[src/rtl/axi_rb_burst_reader_pkg.sv]
// rtl/axi_rb_burst_reader_pkg.sv - shared types and constants for the burst reader
// Purpose: FSM state enum, fixed AXI read-address field values and the
//          beat-count helper used by axi_rb_burst_reader.
// Ports:   none (package).
package axi_rb_burst_reader_pkg;

  typedef enum logic [2:0] {
    ST_IDLE = 3'd0,
    ST_AR   = 3'd1,
    ST_R    = 3'd2,
    ST_W    = 3'd3,
    ST_DONE = 3'd4
  } state_t;

  localparam logic [1:0] AXI_BURST_INCR = 2'b01;
  localparam logic [2:0] AXI_SIZE_4B    = 3'b010;

  // A programmed length of zero still moves one beat.
  function automatic logic [7:0] beat_count(input logic [7:0] len);
    return (len == 8'd0) ? 8'd1 : len;
  endfunction

endpackage

[src/rtl/add.sv]
// rtl/add.sv - combinational adder primitive
// Purpose: y = a + b, truncated to WIDTH bits.
// Ports:   a, b (in WIDTH) operands; y (out WIDTH) sum.
module add #(
  parameter int WIDTH = 8
) (
  input  logic [WIDTH-1:0] a,
  input  logic [WIDTH-1:0] b,
  output logic [WIDTH-1:0] y
);

  assign y = a + b;

endmodule

[src/rtl/br_dummy.sv]
// rtl/br_dummy.sv - no-op control marker primitive
// Purpose: empty marker instance at a control boundary; carries no logic.
// Ports:   none.
module br_dummy;
endmodule

[src/rtl/axi_rb_burst_reader.sv]
// rtl/axi_rb_burst_reader.sv - single INCR AXI4 read burst forwarded beat by beat into a FIFO
// Purpose: captures base address (arg_2) and beat count (arg_1), issues one
//          AXI read burst on arg_3, writes each returned beat to the FIFO on
//          arg_0, then holds valid high until rst.
// Ports:   clk, rst (sync, active-high);
//          arg_3_s_axi_ar*/r* AXI read channel, aw*/w*/b* tied off;
//          arg_0_* FIFO write port (read side tied off);
//          arg_2_* address memory, arg_1_* length memory (read port at 0);
//          valid done flag.
module axi_rb_burst_reader
  import axi_rb_burst_reader_pkg::*;
(
  input  logic        clk,
  input  logic        rst,
  output logic [15:0] arg_3_s_axi_araddr,
  output logic [1:0]  arg_3_s_axi_arburst,
  output logic [7:0]  arg_3_s_axi_arlen,
  output logic [2:0]  arg_3_s_axi_arsize,
  output logic        arg_3_s_axi_arvalid,
  input  logic        arg_3_s_axi_arready,
  input  logic [31:0] arg_3_s_axi_rdata,
  input  logic        arg_3_s_axi_rvalid,
  output logic        arg_3_s_axi_rready,
  output logic [15:0] arg_3_s_axi_awaddr,
  output logic [1:0]  arg_3_s_axi_awburst,
  output logic [7:0]  arg_3_s_axi_awlen,
  output logic [2:0]  arg_3_s_axi_awsize,
  output logic        arg_3_s_axi_awvalid,
  input  logic        arg_3_s_axi_awready,
  output logic [31:0] arg_3_s_axi_wdata,
  output logic [3:0]  arg_3_s_axi_wstrb,
  output logic        arg_3_s_axi_wvalid,
  input  logic        arg_3_s_axi_wready,
  input  logic        arg_3_s_axi_bvalid,
  output logic        arg_3_s_axi_bready,
  output logic [31:0] arg_0_in_data,
  output logic        arg_0_write_valid,
  input  logic        arg_0_write_ready,
  input  logic [31:0] arg_0_out_data,
  output logic        arg_0_read_valid,
  input  logic        arg_0_read_ready,
  output logic [15:0] arg_2_raddr,
  input  logic [15:0] arg_2_rdata,
  output logic [15:0] arg_2_waddr,
  output logic [15:0] arg_2_wdata,
  output logic        arg_2_wen,
  output logic [7:0]  arg_1_raddr,
  input  logic [7:0]  arg_1_rdata,
  output logic [7:0]  arg_1_waddr,
  output logic [7:0]  arg_1_wdata,
  output logic        arg_1_wen,
  output logic        valid
);

  state_t      state_q, state_d;
  logic [15:0] addr_q;
  logic [7:0]  len_q;
  logic [7:0]  i_q;
  logic [7:0]  i_next;
  logic [31:0] data_q;
  logic [7:0]  cnt;

  assign cnt = beat_count(len_q);

  add #(.WIDTH(8)) u_beat_add (
    .a (i_q),
    .b (8'd1),
    .y (i_next)
  );

  br_dummy u_br_dummy ();

  // State register
  always_ff @(posedge clk) begin
    if (rst) state_q <= ST_IDLE;
    else     state_q <= state_d;
  end

  // Datapath registers; i counts beats already accepted from the slave.
  always_ff @(posedge clk) begin
    if (rst) begin
      addr_q <= '0;
      len_q  <= '0;
      i_q    <= '0;
      data_q <= '0;
    end else begin
      case (state_q)
        ST_IDLE: begin
          addr_q <= arg_2_rdata;
          len_q  <= arg_1_rdata;
          i_q    <= '0;
        end
        ST_R: begin
          if (arg_3_s_axi_rvalid) begin
            data_q <= arg_3_s_axi_rdata;
            i_q    <= i_next;
          end
        end
        default: ;
      endcase
    end
  end

  // Next-state logic
  always_comb begin
    state_d = state_q;
    case (state_q)
      ST_IDLE: state_d = ST_AR;
      ST_AR:   if (arg_3_s_axi_arready) state_d = ST_R;
      ST_R:    if (arg_3_s_axi_rvalid)  state_d = ST_W;
      ST_W:    if (arg_0_write_ready)   state_d = (i_q < cnt) ? ST_R : ST_DONE;
      ST_DONE: state_d = ST_DONE;
      default: state_d = ST_IDLE;
    endcase
  end

  // Handshake outputs depend on state only, never on their own ready.
  always_comb begin
    arg_3_s_axi_arvalid = 1'b0;
    arg_3_s_axi_rready  = 1'b0;
    arg_0_write_valid   = 1'b0;
    valid               = 1'b0;
    case (state_q)
      ST_AR:   arg_3_s_axi_arvalid = 1'b1;
      ST_R:    arg_3_s_axi_rready  = 1'b1;
      ST_W:    arg_0_write_valid   = 1'b1;
      ST_DONE: valid               = 1'b1;
      default: ;
    endcase
  end

  assign arg_3_s_axi_araddr  = addr_q;
  assign arg_3_s_axi_arlen   = cnt - 8'd1;
  assign arg_3_s_axi_arburst = AXI_BURST_INCR;
  assign arg_3_s_axi_arsize  = AXI_SIZE_4B;
  assign arg_0_in_data       = data_q;

  assign arg_3_s_axi_awaddr  = '0;
  assign arg_3_s_axi_awburst = '0;
  assign arg_3_s_axi_awlen   = '0;
  assign arg_3_s_axi_awsize  = '0;
  assign arg_3_s_axi_awvalid = 1'b0;
  assign arg_3_s_axi_wdata   = '0;
  assign arg_3_s_axi_wstrb   = '0;
  assign arg_3_s_axi_wvalid  = 1'b0;
  assign arg_3_s_axi_bready  = 1'b0;
  assign arg_0_read_valid    = 1'b0;
  assign arg_2_raddr         = '0;
  assign arg_2_waddr         = '0;
  assign arg_2_wdata         = '0;
  assign arg_2_wen           = 1'b0;
  assign arg_1_raddr         = '0;
  assign arg_1_waddr         = '0;
  assign arg_1_wdata         = '0;
  assign arg_1_wen           = 1'b0;

  // Inputs of the unused write/read-back channels.
  logic unused_inputs;
  assign unused_inputs = ^{arg_3_s_axi_awready, arg_3_s_axi_wready,
                           arg_3_s_axi_bvalid, arg_0_out_data, arg_0_read_ready};

endmodule

[config.mk]
export PLATFORM = sky130hd
export DESIGN_NAME = axi_rb_burst_reader
export DESIGN_NICKNAME = d
export VERILOG_FILES = /design/src/rtl/axi_rb_burst_reader_pkg.sv /design/src/rtl/add.sv /design/src/rtl/br_dummy.sv /design/src/rtl/axi_rb_burst_reader.sv
export SDC_FILE = /design/constraint.sdc
export NUM_CORES = 1
export LEC_CHECK = 0
export ABC_AREA = 1
export CORE_MARGIN = 8
export CORE_UTILIZATION = 34
export CTS_CLUSTER_SIZE = 16
export DETAILED_ROUTE_END_ITERATION = 7
export PLACE_DENSITY = 0.81
export SKIP_LAST_GASP = 1
export SYNTH_ARGS = -nofsm -noshare
export SYNTH_HDL_FRONTEND = slang
export SYNTH_SLANG_ARGS = --single-unit
[constraint.sdc]
create_clock -name clk -period 2 [get_ports clk]
set_input_delay 0.3 -clock clk [delete_from_list [all_inputs] [get_ports clk]]
set_output_delay 0.3 -clock clk [all_outputs]
set_load 0.01 [all_outputs]
; ---- Yosys cells after proc, flatten, opt, wreduce, memory -nomap -nowiden
; Cells that the tools add are included.
[totals]
word_cells = 33
regBits = 67
out_inout_bits = 208
[op_classes]
order_cmp = 1
reduce_logical = 6
addsub = 2
eq_ne = 7
mux = 12
[ops]
columns = op, n
row1 = $mux W8, 2
row2 = $pmux W8 S2, 1
row3 = $pmux W3 S5, 1
row4 = $mux W3, 4
row5 = $add A8 B1 Y8 const B, 1
row6 = $logic_not A8 Y1, 1
row7 = $lt A8 B8 Y1, 1
row8 = $sub A8 B1 Y8 const B, 1
row9 = $eq A3 B2 Y1 const B, 2
row10 = $ne A2 B2 Y1 const B, 3
row11 = $mux W1, 4
row12 = $reduce_and A2 Y1, 2
row13 = $eq A3 B1 Y1 const B, 1
row14 = $eq A3 B3 Y1 const B, 1
row15 = $logic_not A3 Y1, 1
row16 = $reduce_and A3 Y1, 1
row17 = $reduce_bool A2 Y1, 1

; ---- Logic depth before layout (Yosys ltp)
[logic_depth]
ltp_word = 6
ltp_mapped = 13
depth_no_buf = 13

; ---- Hierarchy
; Synthesis repeated with hierarchy kept, for this count alone.
[hier_totals]
cells_unflattened = 569
area_unflattened_um2 = 4212.8
[by_module_without_submodules]
columns = module, area_each_um2, cells_each, n_inst, seq_area_each_um2
row1 = axi_rb_burst_reader, 3838.7, 509, 1, 1341.3
row2 = add, 374.1, 60, 1, 0.0

; ---- Worst setup path before layout
; Ideal clock, no wire load.
[synth_path]
path_type = flip-flop to output port
from = reg len_q[2]
to = out arg_3_s_axi_arlen[6]
path_slack_ns = 0.333
path_buffers = 0
path_stages_with_launch = 8
t_arrival_ns = 1.367
cell_sequence = dfxtp_1 nor2_1 nand2_1 o21ai_1 inv_1 ha_1 nand3_1 xor2_1
[synth_via]
elab_chain_cells = 3
[synth_rtl]
columns = element, line
row1 = from (decl), axi_rb_burst_reader.sv:57  ; logic [7:0] len_q;
row2 = from (signal assigned), axi_rb_burst_reader.sv:90  ; len_q <= arg_1_rdata;
row3 = $logic_not A8 Y1, axi_rb_burst_reader_pkg.sv:20  ; return (len == 8'd0) ? 8'd1 : len;
row4 = $mux W8 (*), axi_rb_burst_reader_pkg.sv:20
row5 = $sub A8 B1 Y8 (*), axi_rb_burst_reader.sv:133  ; assign arg_3_s_axi_arlen = cnt - 8'd1;
row6 = to (decl), axi_rb_burst_reader.sv:17  ; output logic [7:0] arg_3_s_axi_arlen,
; Mark *: on every way between the ends. The rest lies on a longest branch, timed or not.

; ---- Worst setup path in the final report
[layout_path]
from = reg len_q[5]
to = out arg_3_s_axi_arlen[5]
; Same word-level chain as after synthesis.

==> impl_metrics.py <==
metrics = {
    "outcome": {
        "status": "complete, but fails checks",
        "violations": "negative setup slack",
    },
    "floorplanning": {
        "chipWidth_um": 124,
        "initial_utilization": 0.346,
        "dieArea_um2": 15300,
        "die_h_um": 124,
        "rows": 39,
        "num_io_pins": 305,
        "fp.coreArea_um2": 11400,
    },
    "synth": {
        "synth-main-ff-cell": "dfxtp_1",
        "yosys_warnings": 0,
        "avgSynthCellArea_um2": 7.52,
        "synth.distinct_cells": 32,
        "synth_cells": 523,
        "synthArstFlopShare": 0,
        "synth-seq-cells": 67,
        "synth-edff-count": 0,
        "ys_seq_area_frac": 0.341,
        "synth_area_um2": 3930,
    },
    "placement": {
        "gp_congestion": 0.768,
        "dp_slack_ns": -0.121,
        "io_buffers": 120,
        "dp_hpwl_um": 7960,
        "dp.cells": 781,
    },
    "timing": {
        "hold_violations": 0,
        "fmax_mhz": 498,
        "min_period_ns": 2.01,
        "timing.final.crit_share": 1.00,
        "setup_ws_ns": -0.00650,
        "final_max_slew_viol_count": 0,
        "finClkSkew_ns": 0.00448,
        "setup_viol": 1,
        "tns_ns": -0.00650,
        "rsz0062_at_grt": "true",
    },
    "cts": {
        "clk_pin_slew_worst_paths_ns": 0.05,
        "cts_max_path_buffers": 2,
        "root_buffer": "clkbuf_16",
        "clock_sinks": 67,
        "cts_made_buffers": 9,
        "insertion_delay_ns": 0.33,
        "cts_max_level": 3,
        "cts_tree": "yes",
        "hold_buffers": 0,
    },
    "routing": {
        "drt-total-wl_um": 10100,
        "first_pass_iters": 4,
        "drt-initial-drc-count": 71,
        "vias_per_cell": 3.95,
        "drc": 0,
        "dr_total_vias": 3152,
        "ant_nets": 0,
        "routedWlPerCell_um": 12.7,
    },
    "cells_and_area": {
        "syn_to_final_growth_pct": 30.0,
        "drive_gt1_frac": 0.0992,
        "diodes": 0,
        "final_nets": 758,
        "seqCellArea_um2": 1350,
        "multi_input_area_um2": 1860,
        "final_cell_mix": "conb_1 (148), nor2_1 (110), clkdlybuf4s50_1 (109)",
        "fill_cells": 1148,
        "final_common_cell": "conb_1",
        "finalNonFillerCells": 798,
    },
    "global_route": {
        "grt_max_degree": 39,
        "grt.total_usage": 0.120,
        "grt_pass1_vias": 2982,
        "grt.overflow.total": 0,
        "antenna_found_initial": 0,
        "grt_pass1_wl_um": 14400,
    },
    "worst_setup_path": {
        "end_kind": "primary output",
        "cpMostUsedCell": "buf_4",
        "start_kind": "flop",
        "crit_cells": 9,
        "reg2reg_depth": 10,
        "cpMaxStageDelayCell": "dfxtp_2",
        "worst-setup-path-type": "flop to primary output",
        "cpPeakStageDelay_ns": 0.33,
        "cp_max_fo": 3,
        "cp.required_ns": 1.70,
        "path_cells": "nor2_4 > nand2_2 > o21ai_2 > inv_2 > buf_4 > nand4_1 > buf_4 > xor2_2 > buf_2",
        "critical_path.top_delay_family": "buffers and inverters",
        "cp.arrival_ns": 1.71,
        "worst-path-buf-inv": 4,
    },
    "power": {
        "irDropWorstVdd_mv": 0.497,
        "p_leak_nw": 2.45,
        "p_per_area_nw_per_um2": 1010,
    },
    "hold_path": {
        "hp-class": "flop to flop",
        "holdPathStages": 2,
    },
    "job": {
        "cap_violations": 0,
    },
}
-- kinds of logic after synthesis --
family                   after synthesis  synth area share
other                                  2           0.00191
AND/OR/NAND/NOR                      155             0.169
buffers and inverters                199             0.334
flip-flops                            67             0.341
XOR/XNOR                               5            0.0111
AO/OA/AOI/OAI                         86             0.114
adder cells (fa/ha/maj)                9            0.0286
-- worst reg2reg max path, delay by kind of cell, from the launching register on --
kind | cells | cell delay (ns)
and+or+nand+nor | 4 | 0.34
buffers and inverters | 3 | 0.24
DFF | 1 | 0.35
adders and majority gates | 1 | 0.33
AOI/OAI and AO/OA | 2 | 0.49
-- cell type report --
class                   count  share of cell area
repair buffers            137               0.257
inverters                  34              0.0262
well taps                 143              0.0350
flip-flops and latches     67               0.263
clock buffers              11              0.0475
multi-input cells         403               0.364
clock inverters             3             0.00783
-- flip-flops by register name, indices dropped and copies added, names as in the netlist --
name / count
len_q: 8
state_q: 3
arg_0_in_data: 32
i_q: 8
arg_3_s_axi_araddr: 16
-- final timing paths --
check	endpoint	start	slack, ns
hold / removal	arg_3_s_axi_araddr[5]$_SDFFE_PP0P_	arg_3_s_axi_araddr[5]$_SDFFE_PP0P_	0.48
hold reg to reg	arg_3_s_axi_araddr[5]$_SDFFE_PP0P_	arg_3_s_axi_araddr[5]$_SDFFE_PP0P_	0.48
setup / recovery	arg_3_s_axi_arlen[5]	len_q[5]$_SDFFE_PP0P_	-0.007
setup reg to reg	state_q[1]$_SDFFE_PP0P_	len_q[5]$_SDFFE_PP0P_	0.21
-- metrics by stage --
stage	instance area, um^2	hold slack (ns)	power (W)	utilization
after detailed placement	4790	0.473	0.00367	0.422
after global placement	4790	0.461	0.00364	0.422
after CTS	5070	0.486	0.00518	0.446
after global routing	5110	0.502	0.00551	0.450
after floorplan	4480	0.426	0.00292	-
final	5110	0.479	0.00517	0.450
-- repair_timing --
action / 4_1_cts / 5_1_grt
resized for setup: 25 / 18
endpoints found under the hold margin: 0 / 0
endpoints found under the setup margin: 10 / 10
pin swaps: 1 / 4
setup buffers: 1 / 2
-- metal layers --
| layer | global-route usage | vias up | share of wire |
|---|---|---|---|
| met3 | 0.0653 | 12 | 0.14 |
| met4 | 0.0512 | 0 | 0.014 |
| li1 | - | 1604 | - |
| met1 | 0.117 | 1391 | 0.35 |
| met2 | 0.209 | 145 | 0.50 |
| met5 | 0 | - | 0 |
-- power by group --
group | leakage, nW | total [W] | switching (W) | internal, W
clock | 0.141 | 0.00153 | 0.000548 | 0.000980
sequential | 0.550 | 0.00169 | 0.000123 | 0.00156
combinational | 1.76 | 0.00195 | 0.00108 | 0.000873
total | 2.45 | 0.00517 | 0.00175 | 0.00342
-- Yosys cell counts, drive strengths merged (2+ instances only) --
| library cell | n | area, um^2 |
|---|---|---|
| a211oi | 3 | 27.5 |
| a21oi | 22 | 110 |
| buf | 154 | 1140 |
| clkbuf | 11 | 42.5 |
| conb | 2 | 7.51 |
| dfxtp | 67 | 1340 |
| ha | 9 | 113 |
| inv | 34 | 130 |
| nand2 | 27 | 111 |
| nand3 | 5 | 35.0 |
| nor2 | 115 | 463 |
| nor3 | 5 | 30.0 |
| o21ai | 59 | 295 |
| xor2 | 5 | 43.8 |
Note: power is estimated with default switching activity, not from simulation.
